==> config.mk <==
export PLATFORM = sky130hd
export DESIGN_NAME = code5421_serial_subtractor
export DESIGN_NICKNAME = d
export VERILOG_FILES = /design/src/rtl/code5421_serial_subtractor.sv
export SDC_FILE = /design/constraint.sdc
export NUM_CORES = 1
export LEC_CHECK = 0
export CORE_MARGIN = 4
export CORE_UTILIZATION = 55
export DETAILED_ROUTE_END_ITERATION = 8
export GPL_ROUTABILITY_DRIVEN = 0
export PLACE_DENSITY = 0.89
export SYNTH_ARGS = -nofsm -noshare
export SYNTH_HDL_FRONTEND = slang
export SYNTH_SLANG_ARGS = --single-unit
==> constraint.sdc <==
create_clock -name clock -period 9.7 [get_ports clock]
set_clock_uncertainty 0.2 [all_clocks]
set_input_delay 1.94 -clock clock [delete_from_list [all_inputs] [get_ports clock]]
set_output_delay 1.94 -clock clock [all_outputs]
set_load 0.03 [all_outputs]
==> src/rtl/code5421_serial_subtractor.sv <==
`default_nettype none
// ============================================================================
// Module      : code5421_serial_subtractor
// Description : Digit-serial NDIG-digit 5421 decimal subtractor, A - B formed
//               as A + 9's-complement(B) + 1, one digit per clock, LSD first.
// Revision    : 1.0 - initial release
// ============================================================================
module code5421_serial_subtractor #(
  parameter int NDIG = 4
) (
  input  logic              clock,
  input  logic              reset_b,
  input  logic              start,
  input  logic [4*NDIG-1:0] a_in,
  input  logic [4*NDIG-1:0] b_in,
  output logic              busy,
  output logic              done,
  output logic [4*NDIG-1:0] diff,
  output logic              borrow,
  output logic              code_err
);

  localparam int c_idx_w = (NDIG > 1) ? $clog2(NDIG) : 1;
  localparam logic [c_idx_w-1:0] c_last_idx = c_idx_w'(NDIG - 1);

  typedef enum logic [1:0] {
    S_IDLE = 2'd0,
    S_RUN  = 2'd1,
    S_DONE = 2'd2
  } state_t;

  state_t              r_state;
  state_t              w_state_next;
  logic [4*NDIG-1:0]   r_a;
  logic [4*NDIG-1:0]   r_b;
  logic [4*NDIG-1:0]   r_result;
  logic [c_idx_w-1:0]  r_idx;
  logic                r_carry;
  logic                r_err;
  logic [4*NDIG-1:0]   r_diff;
  logic                r_borrow;
  logic                r_code_err;

  logic [3:0]          w_a_val;
  logic [3:0]          w_b_val;
  logic                w_dig_err;
  logic [4:0]          w_sum;
  logic                w_ge10;
  logic [3:0]          w_digit;
  logic [3:0]          w_digit_code;
  logic [4*NDIG-1:0]   w_result_next;

  // Only 0xxx with xxx<=4 and 1000..1100 are legal codes.
  function automatic logic code_ok(input logic [3:0] c);
    return !(c[2] && (c[1:0] != 2'b00));
  endfunction

  function automatic logic [3:0] code_val(input logic [3:0] c);
    logic [3:0] v;
    v = 4'd0;
    if (code_ok(c))
      v = c[3] ? ({1'b0, c[2:0]} + 4'd5) : {1'b0, c[2:0]};
    return v;
  endfunction

  function automatic logic [3:0] val_code(input logic [3:0] v);
    return (v >= 4'd5) ? (v + 4'd3) : v;
  endfunction

  // Operands shift right each RUN cycle, so the current digit is always [3:0].
  always_comb begin
    w_a_val       = code_val(r_a[3:0]);
    w_b_val       = code_val(r_b[3:0]);
    w_dig_err     = !code_ok(r_a[3:0]) || !code_ok(r_b[3:0]);
    w_sum         = {1'b0, w_a_val} + {1'b0, 4'd9 - w_b_val} + {4'd0, r_carry};
    w_ge10        = (w_sum >= 5'd10);
    w_digit       = w_ge10 ? 4'(w_sum - 5'd10) : w_sum[3:0];
    w_digit_code  = val_code(w_digit);
    w_result_next = {w_digit_code, r_result[4*NDIG-1:4]};
  end

  always_comb begin
    w_state_next = r_state;
    case (r_state)
      S_IDLE:  if (start) w_state_next = S_RUN;
      S_RUN:   if (r_idx == c_last_idx) w_state_next = S_DONE;
      S_DONE:  w_state_next = S_IDLE;
      default: w_state_next = S_IDLE;
    endcase
  end

  always_ff @(posedge clock or negedge reset_b) begin
    if (!reset_b) begin
      r_state <= S_IDLE;
    end else begin
      r_state <= w_state_next;
    end
  end

  always_ff @(posedge clock or negedge reset_b) begin
    if (!reset_b) begin
      r_a        <= '0;
      r_b        <= '0;
      r_result   <= '0;
      r_idx      <= '0;
      r_carry    <= 1'b0;
      r_err      <= 1'b0;
      r_diff     <= '0;
      r_borrow   <= 1'b0;
      r_code_err <= 1'b0;
    end else begin
      case (r_state)
        S_IDLE: begin
          if (start) begin
            r_a      <= a_in;
            r_b      <= b_in;
            r_result <= '0;
            r_idx    <= '0;
            r_carry  <= 1'b1;
            r_err    <= 1'b0;
          end
        end
        S_RUN: begin
          r_a      <= r_a >> 4;
          r_b      <= r_b >> 4;
          r_result <= w_result_next;
          r_idx    <= r_idx + c_idx_w'(1);
          r_carry  <= w_ge10;
          r_err    <= r_err | w_dig_err;
          if (r_idx == c_last_idx) begin
            r_diff     <= w_result_next;
            r_borrow   <= ~w_ge10;
            r_code_err <= r_err | w_dig_err;
          end
        end
        default: ;
      endcase
    end
  end

  assign busy     = (r_state != S_IDLE);
  assign done     = (r_state == S_DONE);
  assign diff     = r_diff;
  assign borrow   = r_borrow;
  assign code_err = r_code_err;

endmodule
`default_nettype wire
==> results of run 1 <==
[placed cells by master (no fill, tap or decap), types with 2 or more instances in the layout]
master           Yosys  final
clkdlybuf4s50_1      0     53
nand3_1              4      4
o21ai_2              2      2
ha_1                10     10
a32oi_1              2      2
nor2b_2              0      2
nand2_1             29     29
nor2_1               6      6
a22oi_1             23     23
clkbuf_8             1      9
nor3_1               2      2
mux2i_1              7      7
dfrtp_1             68     68
o21ai_0             42     42
a2bb2oi_1            5      5
inv_6                0      3
nor2b_1             32     30
and2_1               3      3
mux2_2              13     13
xnor2_1              3      3
a21oi_1             32     32
clkinv_4             0      2
xor2_1               2      2
buf_4                0      4
and2b_1              2      2
inv_1               12     12
fa_1                 2      2
o21ai_1              2      2
o31ai_1              2      2
nand2b_1             6      6
a22o_1              10     10
[cell usage after synthesis (4+ instances only)]
cell,count
clkbuf_1,19
a21oi_1,32
mux2_2,13
inv_1,12
nor2_1,6
ha_1,10
nand2b_1,6
a2bb2oi_1,5
dfrtp_1,68
nand3_1,4
a22oi_1,23
mux2i_1,7
a22o_1,10
nor2b_1,32
o21ai_0,42
nand2_1,29
[final timing paths]
kind	startpoint	slack, ns	to
min reg2reg	borrow	0.28	borrow
max reg2reg	r_b[0]	5.30	diff[15]
min	borrow	0.28	borrow
max in group asynchronous	reset_b	7.13	diff[14]
max	r_state[0]	5.22	busy
min in group asynchronous	reset_b	1.54	r_b[1]
[metal layers]
metal  vias up  share of wire (%)
met5         -                  0
met4         0                1.8
met3        16                6.4
met2       107                 50
met1      1475                 41
li1       1397                  -
[flip-flops by register name, summed over array words and instances (netlist names)]
signal,flops
borrow,1
code_err,1
diff,16
r_a,16
r_b,16
r_carry,1
r_err,1
r_idx,2
r_result,12
r_state,2
[cell type report]
cell class | instances | area, um^2 | share of cell area [%]
repair buffers | 58 | 566 | 12.8
inverters | 13 | 48.8 | 1.10
clock inverters | 7 | 81.3 | 1.84
flip-flops and latches | 68 | 1700 | 38.5
well taps | 77 | 96.3 | 2.18
multi-input cells | 261 | 1800 | 40.8
clock buffers | 9 | 124 | 2.80
[logic make-up (layout without fill, tap and decap cells)]
group                      after synthesis  count (layout)  share of synthesized area, %
and+or+nand+nor                         88              88                          12.7
buffers and inverters                   35              87                          4.08
xor gates and xnor gates                 6               6                          1.65
DFF                                     68              68                          46.7
muxes                                   21              21                          6.35
AOI/OAI and AO/OA                      134             134                          24.1
adders and majority gates               12              12                          4.53
[stage by stage]
step	setup WS [ns]	std cells	util (%)
floorplan	5.87	364	-
CTS	5.20	493	69.2
detailed placement	5.24	477	66.0
global route	5.06	493	69.2
global placement	5.30	477	66.0
finish	5.22	493	69.2
[critical path, delay by kind of cell, from the launching register on]
| family | cells | cell delay (ns) |
|---|---|---|
| buffers and inverters | 1 | 0.67 |
| flip-flops | 1 | 1.06 |
| AND/OR/NAND/NOR | 1 | 0.24 |
==> impl_metrics.csv, run 1 <==
group,metric,value,unit
synth,synth_seq_area_share,46.7,%
critical_path,reg2reg_depth,15,
synth,synthTopCellsByArea,"dfrtp_1 (47%), o21ai_0 (5.8%), nor2b_1 (5.5%)",
sta,fin_crit,4.48,ns
synth,syn_avg_cell_area,10.0,um^2
grt,grt_pass1_vias,2889,
synth,synth.top_cell.area_share,46.7,%
floorplan,dieArea,8000,um^2
sta,period_share,46.2,%
critical_path,startpoint_type,"flop",
route,via_count,2995,
clocking,root_buffer,"clkbuf_8",
floorplan,core,6390,um^2
grt,use_met3,5.53,%
grt,use_met2,35.4,%
synth,synth_nets,411,
clocking,htreeDepth,3,
route,drtPass1Iterations,4,
floorplan,die_x,89.4,um
clocking,cts_tree,"yes",
synth,yosys_warnings,0,
sta,hold_violations,0,
floorplan,io_pins,55,
synth,synth_edf_count,0,
sta,slew-limit-headroom,17.0,%
floorplan,row_count,29,
route,drt_first_iter_violations,199,
clocking,ctsHoldBuffers,0,
clocking,cts_setup_buffers,0,
sta,rsz0062_at_grt,"false",
synth,synth_top_flop_cell,"dfrtp_1",
sta,setup_tns,0,ns
layout,drive_gt1_share,11.5,%
route,wl_per_cell,16.5,um
grt,grt_overflow,0,
sta,fmax,223,MHz
synth,async_flop_share,100,%
clocking,path_clk_slew,0.08,ns
sta,worstMarginPinSlew,1.24,ns
grt,grt_max_degree,69,
route,wirelength,8.16,mm
grt,grt_usage,21.6,%
place,dp_hpwl,5.42,mm
floorplan,die_h,89.4,um
layout,design_area,4420,um^2
critical_path,cp.required,7.56,ns
route,viasPerCell,6.08,
grt,busiest_layer,"met2",
layout,n_fill_cell,482,
synth,ys_seq_elements,68,
grt,grt_pass1_wl,13.3,mm
route,route.detailed.drc,0,
sta,hold_slack,0.281,ns
layout,area.growth.synth_to_final,21.2,%
clocking,cts_resized,0,
clocking,cts_sinks,68,
synth,post_synth_inst_count,364,
layout,nets,458,
route,drtAntennaViolNets,0,
critical_path,critPathMaxFanout,40,
synth,ys_types,50,
worst_hold_path,min_path_type,"flop to flop",
worst_hold_path,hold_path_depth,2,
clocking,numCtsBuffers,9,
synth,synth_area,3650,um^2
place,io_buffers,54,
synth,synth_top_area_cell,"dfrtp_1",
critical_path,critPathMaxStageDelay,1.06,ns
outcome,status,"complete, no violations",
place,dpl_cell_area,4210,um^2
sta,drv_slew,0,
layout,num_antenna_cells,0,
critical_path,crit_chain,"or2_2, clkdlybuf4s50_1",
clocking,clockBufferDepth,2,
floorplan,initial_utilization,57.1,%
critical_path,cp_data_arrival_time,2.34,ns
critical_path,critPathKind,"flop to output pin",
grt,antenna_found_initial,0,
grt,grt_util_met1,27.2,%
critical_path,endpoint_kind,"output pin",
critical_path,cp_slowest_cell,"dfrtp_1",
clocking,insertion_delay,0.36,ns
job,maxCapViolCount,0,
sta,finalSetupViolCount,0,
Power of run 1 is not shown: default switching activity piles up to over one toggle a cycle in this logic, so the estimate is an artifact.
==> run 2: changes to the inputs <==
Settings changed: CORE_UTILIZATION 55 to 49, PLACE_DENSITY 0.89 to 0.84.
Clock period 9.7 ns to 3.75 ns, I/O delays scaled along.
==> impl_metrics.csv, run 2 (synthesis gave the netlist of run 1 again) <==
group,metric,value,unit
outcome,status,"complete, no violations",
grt,grt_usage,19.9,%
clocking,cts_tree,"yes",
floorplan,die_h,94.3,um
clocking,ctsHoldBuffers,0,
sta,worstMarginPinSlew,0.596,ns
job,maxCapViolCount,0,
grt,grt_max_degree,41,
critical_path,startpoint_type,"flop",
layout,num_antenna_cells,0,
layout,final_cell_count_no_fill,534,
route,via_count,3082,
sta,period_share,98.9,%
sta,hold_violations,0,
grt,antenna_found_initial,0,
grt,grt_pass1_vias,3021,
layout,final_common_cell,"dfrtp_1",
clocking,insertion_delay,0.35,ns
clocking,root_buffer,"clkbuf_8",
critical_path,cp_slowest_cell,"dfrtp_1",
place,dpl_cell_area,4320,um^2
sta,fin_crit,3.71,ns
clocking,clockBufferDepth,2,
route,viasPerCell,5.77,
clocking,numCtsBuffers,9,
floorplan,die_x,94.3,um
critical_path,cp_data_arrival_time,3.75,ns
route,drt_first_iter_violations,176,
route,wl_per_cell,16.3,um
layout,mostFrequentLayoutCells,"dfrtp_1 (68), clkdlybuf4s50_1 (53), o21ai_0 (41)",
critical_path,crit_chain,"inv_2, ha_4, nand2b_4, and2_4, fa_2, fa_2, xnor2_2, inv_1, ha_4, o21ai_4, a211oi_4, o21ai_2, a211oi_2, xnor2_2, mux2_4",
route,wirelength,8.70,mm
floorplan,io_pins,55,
place,io_buffers,54,
layout,post-route-util,64.7,%
worst_hold_path,min_path_type,"primary input to async pin",
critical_path,r2r_start,"r_b[0]",
clocking,cts_sinks,68,
sta,slew-limit-headroom,60.2,%
critical_path,critPathMaxFanout,5,
floorplan,core,7250,um^2
clocking,htreeDepth,3,
layout,design_area,4690,um^2
critical_path,cp.required,3.79,ns
floorplan,initial_utilization,50.3,%
sta,setup_tns,0,ns
clocking,path_clk_slew,0.09,ns
critical_path,path_delay_family,"adder cells",
critical_path,endpoint_kind,"flop",
sta,rsz0062_at_grt,"true",
critical_path,critPathBufInv,2,
grt,grt_overflow,0,
sta,finalSetupViolCount,0,
layout,area.growth.synth_to_final,28.6,%
place,dpl.cell_count,509,
layout,drive_gt1_share,19.1,%
critical_path,worstSetupStartpoint,"r_b[0]",
floorplan,row_count,31,
place,dp_hpwl,5.77,mm
layout,nets,477,
grt,grt_pass1_wl,14.0,mm
route,drtPass1Iterations,5,
route,route.detailed.drc,0,
route,drtAntennaViolNets,0,
floorplan,dieArea,8880,um^2
sta,fmax,270,MHz
critical_path,critPathMaxStageDelay,0.42,ns
sta,drv_slew,0,
critical_path,critPathKind,"flop to flop",
==> run 2: cell count changes in the layout (fill, tap and decap cells not counted), sizes merged <==
| cell | before | now |
|---|---|---|
| buf | 5 | 24 |
| clkinv | 2 | 0 |
| clkinvlp | 1 | 2 |
| inv | 16 | 17 |
==> run 2: area by class of cell <==
type / instances / area, um^2
clock inverters: 7 / 82.6
well taps: 99 / 124
multi-input cells: 261 / 1900
inverters: 13 / 48.8
clock buffers: 9 / 124
flip-flops and latches: 68 / 1700
repair buffers: 77 / 712
fillers: 579 / 2560
==> run 2: metal layers <==
metal	share of wire (%)	track usage, %	vias up
li1	-	-	1434
met1	42	25.8	1499
met2	48	31.6	131
met3	8.2	6.49	18
met4	1.6	5.90	0
met5	0	0	-
==> run 2: repair_timing <==
item | 4_1_cts | 5_1_grt
setup endpoints to repair | 8 | 8
gates resized for setup | 5 | 15
pin swaps | 1 | 11
setup buffers | 2 | 8
==> run 2: path summary, 6_finish.rpt <==
path	endpoint	slack [ns]	cells after the start
max reg2reg	diff[15]	0.04	15
min	borrow	0.12	1
max in group asynchronous	r_a[13]	2.51	2
max	diff[15]	0.04	15
min in group clock	r_a[5]	0.30	2
min reg2reg	r_a[5]	0.30	2
==> run 2: metrics by stage <==
stage	hold WS (ns)	worst slack (ns)
floorplan	0.251	0.00915
global placement	0.272	0.0998
detailed placement	0.279	-0.120
CTS	0.120	0.0328
global route	0.134	-0.106
finish	0.116	0.0400
Power of run 2 is left out for the same reason.
==> run 3: changes to the inputs <==
Settings changed: CTS_CLUSTER_DIAMETER set to 100, SLEW_MARGIN set to 20.
==> results of run 3 <==
Final layout, timing and power as in run 2 (identical DEF).
Power of run 3 is left out for the same reason.
